==> config.mk <==
export PLATFORM = sky130hd
export DESIGN_NAME = ics_refill_ctrl
export DESIGN_NICKNAME = d
export VERILOG_FILES = /design/src/rtl/ics_refill_ctrl.sv
export SDC_FILE = /design/constraint.sdc
export NUM_CORES = 1
export LEC_CHECK = 0
export ABC_AREA = 1
export BUFFER_PORTS_ARGS = -buffer_cell sky130_fd_sc_hd__buf_2
export CORE_ASPECT_RATIO = 1.2
export CORE_UTILIZATION = 41
export CTS_BUF_LIST = sky130_fd_sc_hd__clkbuf_2 sky130_fd_sc_hd__clkbuf_4 sky130_fd_sc_hd__clkbuf_8
export DETAILED_ROUTE_END_ITERATION = 6
export PLACE_DENSITY = 0.76
export SYNTH_ARGS = -nofsm -noshare
export SYNTH_HDL_FRONTEND = slang
export SYNTH_SLANG_ARGS = --single-unit
==> constraint.sdc <==
create_clock -name clk -period 1.37 [get_ports clk]
set_input_delay 0.0685 -clock clk [delete_from_list [all_inputs] [get_ports clk]]
set_output_delay 0.0685 -clock clk [all_outputs]
set_load 0.02 [all_outputs]
==> src/rtl/ics_refill_ctrl.sv <==
// rtl/ics_refill_ctrl.sv - instruction-cache line refill and full-cache flush sequencer
//
// Purpose: on a lookup miss, fetch the aligned line one word per beat and write each
// word into the data array, then commit the tag with valid=1. On a flush request,
// invalidate every set one per cycle. o_miss_state holds the front end while busy.
//
// Ports:
//   clk, srst                 clock, synchronous active-high reset
//   i_halt                    global stall, freezes all state and blocks all strobes
//   i_miss, i_miss_addr       lookup miss and its word address
//   i_flush                   request to invalidate all lines
//   o_miss_state              refill/flush in progress
//   o_mem_req_*, i_mem_req_ready   memory read request channel (valid/ready)
//   i_mem_rsp_valid/_data     in-order read data
//   o_data_wr_*               data-array write port
//   o_tag_wr_*                tag-array write port
module ics_refill_ctrl #(
  parameter int ADDR_WIDTH  = 16,
  parameter int DATA_WIDTH  = 16,
  parameter int LINE_WORDS  = 4,
  parameter int INDEX_WIDTH = 4,
  localparam int OFFSET_WIDTH = $clog2(LINE_WORDS),
  localparam int TAG_WIDTH    = ADDR_WIDTH - INDEX_WIDTH - OFFSET_WIDTH
) (
  input  logic                    clk,
  input  logic                    srst,
  input  logic                    i_halt,
  input  logic                    i_miss,
  input  logic [ADDR_WIDTH-1:0]   i_miss_addr,
  input  logic                    i_flush,
  output logic                    o_miss_state,
  output logic                    o_mem_req_valid,
  output logic [ADDR_WIDTH-1:0]   o_mem_req_addr,
  input  logic                    i_mem_req_ready,
  input  logic                    i_mem_rsp_valid,
  input  logic [DATA_WIDTH-1:0]   i_mem_rsp_data,
  output logic                    o_data_wr_en,
  output logic [INDEX_WIDTH-1:0]  o_data_wr_index,
  output logic [OFFSET_WIDTH-1:0] o_data_wr_offset,
  output logic [DATA_WIDTH-1:0]   o_data_wr_data,
  output logic                    o_tag_wr_en,
  output logic [INDEX_WIDTH-1:0]  o_tag_wr_index,
  output logic [TAG_WIDTH-1:0]    o_tag_wr_tag,
  output logic                    o_tag_wr_valid
);

  localparam logic [1:0] S_IDLE   = 2'd0;
  localparam logic [1:0] S_FILL   = 2'd1;
  localparam logic [1:0] S_COMMIT = 2'd2;
  localparam logic [1:0] S_FLUSH  = 2'd3;

  // One extra counter bit so "all LINE_WORDS requests issued" is representable.
  localparam int CNT_WIDTH = OFFSET_WIDTH + 1;
  localparam logic [CNT_WIDTH-1:0]   CNT_LINE = CNT_WIDTH'(LINE_WORDS);
  localparam logic [CNT_WIDTH-1:0]   CNT_LAST = CNT_WIDTH'(LINE_WORDS - 1);
  localparam logic [CNT_WIDTH-1:0]   CNT_ONE  = CNT_WIDTH'(1);
  localparam logic [INDEX_WIDTH-1:0] IDX_LAST = '1;
  localparam logic [INDEX_WIDTH-1:0] IDX_ONE  = INDEX_WIDTH'(1);

  logic [1:0]             state;
  logic [CNT_WIDTH-1:0]   req_cnt;
  logic [CNT_WIDTH-1:0]   rsp_cnt;
  logic [INDEX_WIDTH-1:0] flush_idx;
  logic [INDEX_WIDTH-1:0] line_index;
  logic [TAG_WIDTH-1:0]   line_tag;
  logic                   pend_flush;

  // The word offset of the missing address does not matter: the line is fetched from offset 0.
  logic [OFFSET_WIDTH-1:0] unused_miss_offset;
  assign unused_miss_offset = i_miss_addr[OFFSET_WIDTH-1:0];

  // Strobes are suppressed while in reset or halted so nothing leaks out of a frozen cycle.
  logic active;
  logic req_valid;
  logic req_fire;
  logic rsp_fire;
  logic commit_wr;
  logic flush_wr;

  assign active    = ~srst & ~i_halt;
  assign req_valid = active & (state == S_FILL) & (req_cnt < CNT_LINE);
  assign req_fire  = req_valid & i_mem_req_ready;
  assign rsp_fire  = active & (state == S_FILL) & i_mem_rsp_valid;
  assign commit_wr = active & (state == S_COMMIT);
  assign flush_wr  = active & (state == S_FLUSH);

  assign o_miss_state    = ~srst & (state != S_IDLE);

  assign o_mem_req_valid = req_valid;
  assign o_mem_req_addr  = req_valid ? {line_tag, line_index, req_cnt[OFFSET_WIDTH-1:0]} : '0;

  assign o_data_wr_en     = rsp_fire;
  assign o_data_wr_index  = rsp_fire ? line_index : '0;
  assign o_data_wr_offset = rsp_fire ? rsp_cnt[OFFSET_WIDTH-1:0] : '0;
  assign o_data_wr_data   = rsp_fire ? i_mem_rsp_data : '0;

  assign o_tag_wr_en    = commit_wr | flush_wr;
  assign o_tag_wr_index = commit_wr ? line_index : (flush_wr ? flush_idx : '0);
  assign o_tag_wr_tag   = commit_wr ? line_tag : '0;
  assign o_tag_wr_valid = commit_wr;

  always_ff @(posedge clk) begin
    if (srst) begin
      state      <= S_IDLE;
      req_cnt    <= '0;
      rsp_cnt    <= '0;
      flush_idx  <= '0;
      line_index <= '0;
      line_tag   <= '0;
      pend_flush <= 1'b0;
    end else if (!i_halt) begin
      case (state)
        S_IDLE: begin
          // Flush wins; a simultaneous miss is replayed by the front end afterwards.
          if (i_flush) begin
            state <= S_FLUSH;
          end else if (i_miss) begin
            line_tag   <= i_miss_addr[ADDR_WIDTH-1 -: TAG_WIDTH];
            line_index <= i_miss_addr[OFFSET_WIDTH +: INDEX_WIDTH];
            req_cnt    <= '0;
            rsp_cnt    <= '0;
            state      <= S_FILL;
          end
        end
        S_FILL: begin
          if (req_fire) begin
            req_cnt <= req_cnt + CNT_ONE;
          end
          if (rsp_fire) begin
            rsp_cnt <= rsp_cnt + CNT_ONE;
            if (rsp_cnt == CNT_LAST) begin
              state <= S_COMMIT;
            end
          end
          if (i_flush) begin
            pend_flush <= 1'b1;
          end
        end
        S_COMMIT: begin
          // A flush arriving in the commit cycle itself still chains straight into FLUSH.
          state <= (pend_flush | i_flush) ? S_FLUSH : S_IDLE;
        end
        S_FLUSH: begin
          flush_idx <= flush_idx + IDX_ONE;
          if (flush_idx == IDX_LAST) begin
            state      <= S_IDLE;
            pend_flush <= 1'b0;
          end
        end
        default: state <= S_IDLE;
      endcase
    end
  end

endmodule

; Word-level counts from Yosys, hierarchy flattened
; Index checks and enable logic that the tools add are counted.
; W data, S select, Z words.
[classes]
addsub = 3
mul = 0
div_mod_pow = 0
reduce_logical = 10
shifts = 0
magnitude_cmp = 1
n_eq_ne = 13
mux = 23
n_bitwise = 13
[ops]
columns = operator, count
row1 = $mux W16, 2
row2 = $reduce_and A5 Y1, 3
row3 = $mux W2, 7
row4 = $mux W3, 4
row5 = $mux W4, 3
row6 = $pmux W3 S2, 2
row7 = $mux W10, 1
row8 = $ne A2 B2 Y1 const B, 5
row9 = $and A1 B1 Y1, 8
row10 = $pmux W2 S4, 1
row11 = $reduce_and A4 Y1, 2
row12 = $add A3 B1 Y3 const B, 2
row13 = $reduce_bool A2 Y1, 3
row14 = $add A4 B1 Y4 const B, 1
row15 = $eq A2 B2 Y1 const B, 2
row16 = $eq A4 B4 Y1 const B, 1
row17 = $ne A2 B1 Y1 const B, 2
row18 = $eq A3 B2 Y1 const B, 1
row19 = $lt A3 B3 Y1 const B, 1
row20 = $ne A3 B3 Y1 const B, 1
row21 = $not A1 Y1, 3
row22 = $eq A2 B1 Y1 const B, 1
row23 = $logic_not A2 Y1, 1
row24 = $mux W1, 2
row25 = 3 further kinds, 4
[totals]
elab_cells = 70
n_memories = 0
regBits = 27
rom_bits = 0
latch_bits = 0
ram_bits = 0

; Logic depth before layout (Yosys ltp)
[depth]
word_depth = 7
depth_mapped = 10

; Least setup slack after synthesis
; Ideal clock, no wire load.
[synth_timing]
path_kind = reg-to-output
startpoint = register state[1]
endpoint = output o_mem_req_addr[10]
t_arrival_ps = 1410
path_slack_ps = -109
path_buffers = 2
path_stages_with_launch = 8
cell_sequence = dfxtp_1 -> buf_6 -> inv_2 -> nand2_4 -> nor3_4 -> inv_2 -> buf_6 -> nor2_1
[synth_between]
elab_chain_cells = 4
[synth_lines]
columns = element, line
row1 = from (decl), 60  ; logic [1:0] state;
row2 = from (signal assigned), 141  ; state <= (pend_flush | i_flush) ? S_FLUSH : S_IDLE;
row3 = $eq A2 B1 Y1, 81  ; assign req_valid = active & (state == S_FILL) & (req_cnt < CNT_LINE);
row4 = $and A1 B1 Y1 (2 in a row), 81
row5 = via o_mem_req_valid, 32  ; output logic o_mem_req_valid,
row6 = $mux W16, 90  ; assign o_mem_req_addr = req_valid ? {line_tag, line_index, req_cnt[OFFSET_WIDTH-1:0]} : '0;
row7 = to (decl), 33  ; output logic [ADDR_WIDTH-1:0] o_mem_req_addr,
; The timed path passes the listed nets, and every way through them passes these cells.

; Final worst setup path
[layout_timing]
startpoint = register state[0]
endpoint = output o_data_wr_data[14]
[layout_between]
elab_chain_cells = 4
[layout_lines]
columns = element, line
row1 = $eq A2 B1 Y1, 83  ; assign rsp_fire = active & (state == S_FILL) & i_mem_rsp_valid;
row2 = $and A1 B1 Y1 (2 in a row), 83
row3 = $mux W16, 95  ; assign o_data_wr_data = rsp_fire ? i_mem_rsp_data : '0;
row4 = to (decl), 40  ; output logic [DATA_WIDTH-1:0] o_data_wr_data,
; No other way between the ends.

==> metrics.md <==
| Metric | Value |
|---|---|
| Worst path most repeated cell | buf_6 |
| Critical path arrival | 1570 ps |
| Critical path's top delay family | buffers and inverters |
| Status | finished, violations left |
| Reg clk slew, reported paths | 100 ps |
| Most used DFF post-synth | dfxtp_1 |
| Net Count, Synth | 305 |
| Antenna-violating nets left | 0 |
| Max VDD drop | 0.672 mV |
| Vias in the first global route | 2066 |
| CP Buf/Inv Count | 4 |
| Die area | 0.00426 mm2 |
| Diodes inserted | 0 |
| Final Total Pwr | 2560 uW |
| Classification of the worst-slack hold path | in2reg |
| Part of the power in registers | 0.357 |
| Failing checks | negative setup slack |
| Clk buf depth | 2 |
| Sinks on Clock Net | 27 |
| Design area | 0.00334 mm2 |
| Residual DRC | 0 |
| Layout cells sized above 1 | 0.610 |
| Setup Crit Path Kind | reg2out |
| Hold Violations, Final | 0 |
| Dpl cell area | 0.00226 mm2 |
| Crit. path cell count | 7 |
| Most frequent cells in the layout | 58 x buf_6, 48 x inv_1, 37 x buf_2, 36 x nor2_4 |
| Syn avg cell area | 6.26 um2 |
| Slowest stage delay, CP | 390 ps |
| Yosys cell types | 24 |
| Initial detailed-routing violation count | 120 |
| Max Clock Freq | 0.610 GHz |
| Count of input and output buffers | 93 |
| GRT Overall Usage | 0.281 |
| RSZ-0062 raised after global routing | true |
| Sequential area share after synthesis | 0.330 |
| # rows | 24 |
| Switching Fraction | 0.396 |
| PD cells | 765 mW/mm2 |
| Clock latency at the later pin of the worst-skew pair | 270 ps |
| Slew Limit Fails | 0 |
| Routed WL | 7.96 mm |
| CP max FO | 19 |
| Effective utilization at floorplan | 0.440 |
| WL per Instance | 18.3 um |
| Boundary pin count | 96 |
| GRT overflow | 0 |
| Crit-path cells | buf_6 -> inv_4 -> nor2_4 -> nand3_4 -> buf_12 -> nor2_2 -> buf_6 |
| Leakage power | 0.00146 uW |
| Die W | 59.7 um |
| Commonest non-fill, non-tap cell in the layout | buf_6 |
| DP HPWL | 3.28 mm |
| Number of enable flip-flop cells after synthesis | 0 |
| Rel. slew slack | 0.743 |
| Detailed-route via count | 2328 |
| Initial antenna violation count | 0 |
| Core region area | 0.00372 mm2 |
| Syn-to-layout area delta | 104% |
| Async set or reset register ratio after synthesis | 0 |
| DRT Pass-1 Iters | 4 |
| CP max stage cell | dfxtp_4 |
| Syn Inst Count | 262 |
| # hold bufs at CTS | 0 |
| Measured slew at the worst slew-check pin | 386 ps |
| Combinational fraction of design power | 0.461 |
| Fin crit period | 1640 ps |
| Final critical-path setup slack | -270 ps |
| H-tree depth | 1 |
| Root Driver | clkbuf_8 |
| Final setup skew | 3.82 ps |
| TritonCTS Buffers | 3 |
| Clock network power share | 0.182 |
| R2r worst-path depth | 11 |
| Sw Pwr | 1010 uW |
| Int Power | 1550 uW |
| Synthesis Warnings | 0 |
| Hold path cells | 3 |
| Die H | 71.3 um |
| CP Launch Type | flip-flop |
| Max Cap Viol | 0 |
| Worst setup EP type | primary output |
| Final cycle utilization of the critical path | 1.20 |
| Flops & latches, synth | 27 |
| Final GP Congestion | 0.830 |
| Post-synthesis cell area | 0.00164 mm2 |
| Total Nets Final | 426 |
| First-pass GRT wire length | 9.18 mm |
| Setup violators final | 75 |
| Worst EP required | 1300 ps |
| Vias per cell | 5.36 |
| Pin count of the biggest net entering global routing | 30 |
| CTS tree | built |
[final timing paths]
path                        start                  to  slack [ps]
setup / recovery         state[0]  o_data_wr_data[14]        -270
hold / removal    i_miss_addr[12]         line_tag[6]          80
setup reg to reg         state[0]          req_cnt[1]        -230
hold reg to reg        pend_flush          pend_flush         480
[power by group through the flow]
stage | Combinational (uW) | Sequential [uW] | Clock [uW]
4_1_cts | 882 | 895 | 458
2_1_floorplan | 449 | 892 | 0
3_3_place_gp | 635 | 907 | 0
3_5_place_dp | 650 | 910 | 0
5_1_grt | 1250 | 920 | 500
6_report | 1180 | 914 | 464
[cells by family (layout without fill, tap and decap cells)]
logic type	after synthesis	in the layout	synth area share
flops	27	27	0.330
buf+inv	65	185	0.169
compound gates	51	51	0.164
simple gates	115	115	0.307
fa+ha+maj	4	4	0.0305
[through the flow]
stage                     hold WS, ps  setup WS [ps]  setup TNS, ps   util  std cells
after floorplan                   217           13.6              0      -        262
after detailed placement          354          -10.0          -17.3  0.606        412
final                            79.6           -270          -9980  0.898        434
after global routing             66.2           -435         -14460  0.898        434
after CTS                        54.8           -117          -4430  0.796        430
after global placement            342           44.4              0  0.606        412
[state kept, by name, summed over array words and instances (netlist names)]
signal / cells
line_tag: 10
flush_idx: 4
line_index: 4
req_cnt: 3
rsp_cnt: 3
state: 2
pend_flush: 1
[worst reg2reg max path, cell delays in order, from the launching register on]
cell and delay, ps:
dfxtp_4 390, buf_6 110, inv_4 30, nor2_4 130, buf_4 140, buf_6 110, nand4_1 120, nand2_2 150
nand2_2 80, nand2_1 100, nand2_1 70, nor2_1 110
[per-layer routing]
layer | wire length (um) | GRT usage | vias up
li1 | - | - | 1042
met2 | 4270 | 0.502 | 145
met1 | 2730 | 0.325 | 1101
met4 | 354 | 0.0982 | 0
met5 | 0 | 0 | -
met3 | 605 | 0.0523 | 40
[repair_timing]
action | CTS | global route
buffers inserted | 12 | 7
gates cloned | 2 | 0
endpoints found under the setup margin | 54 | 80
pin swaps | 10 | 21
resized for setup | 183 | 95
[layout make-up]
class,instances,area (um2)
Timing Repair inverter,1,11.3
Timing Repair Buffer,126,1130
Clock inverter,1,5.00
Inverter,54,230
Tap cell,52,65.1
Sequential cell,27,553
Multi-Input combinational cell,170,1310
Clock buffer,3,41.3
Fill cell,169,379
[Yosys cell counts, types with 2 or more instances]
cell	instances	share of area
clkbuf_1	5	0.011
buf_2	2	0.0061
a21oi_2	2	0.011
nor2_1	71	0.16
o21ai_0	23	0.070
ha_1	4	0.031
buf_6	4	0.027
a21oi_1	21	0.064
inv_1	50	0.11
inv_2	4	0.0092
o22ai_1	3	0.011
nand3_1	8	0.024
nor2_4	3	0.021
dfxtp_1	27	0.33
nand2_1	26	0.060
Power figures use the tool's default switching activity.
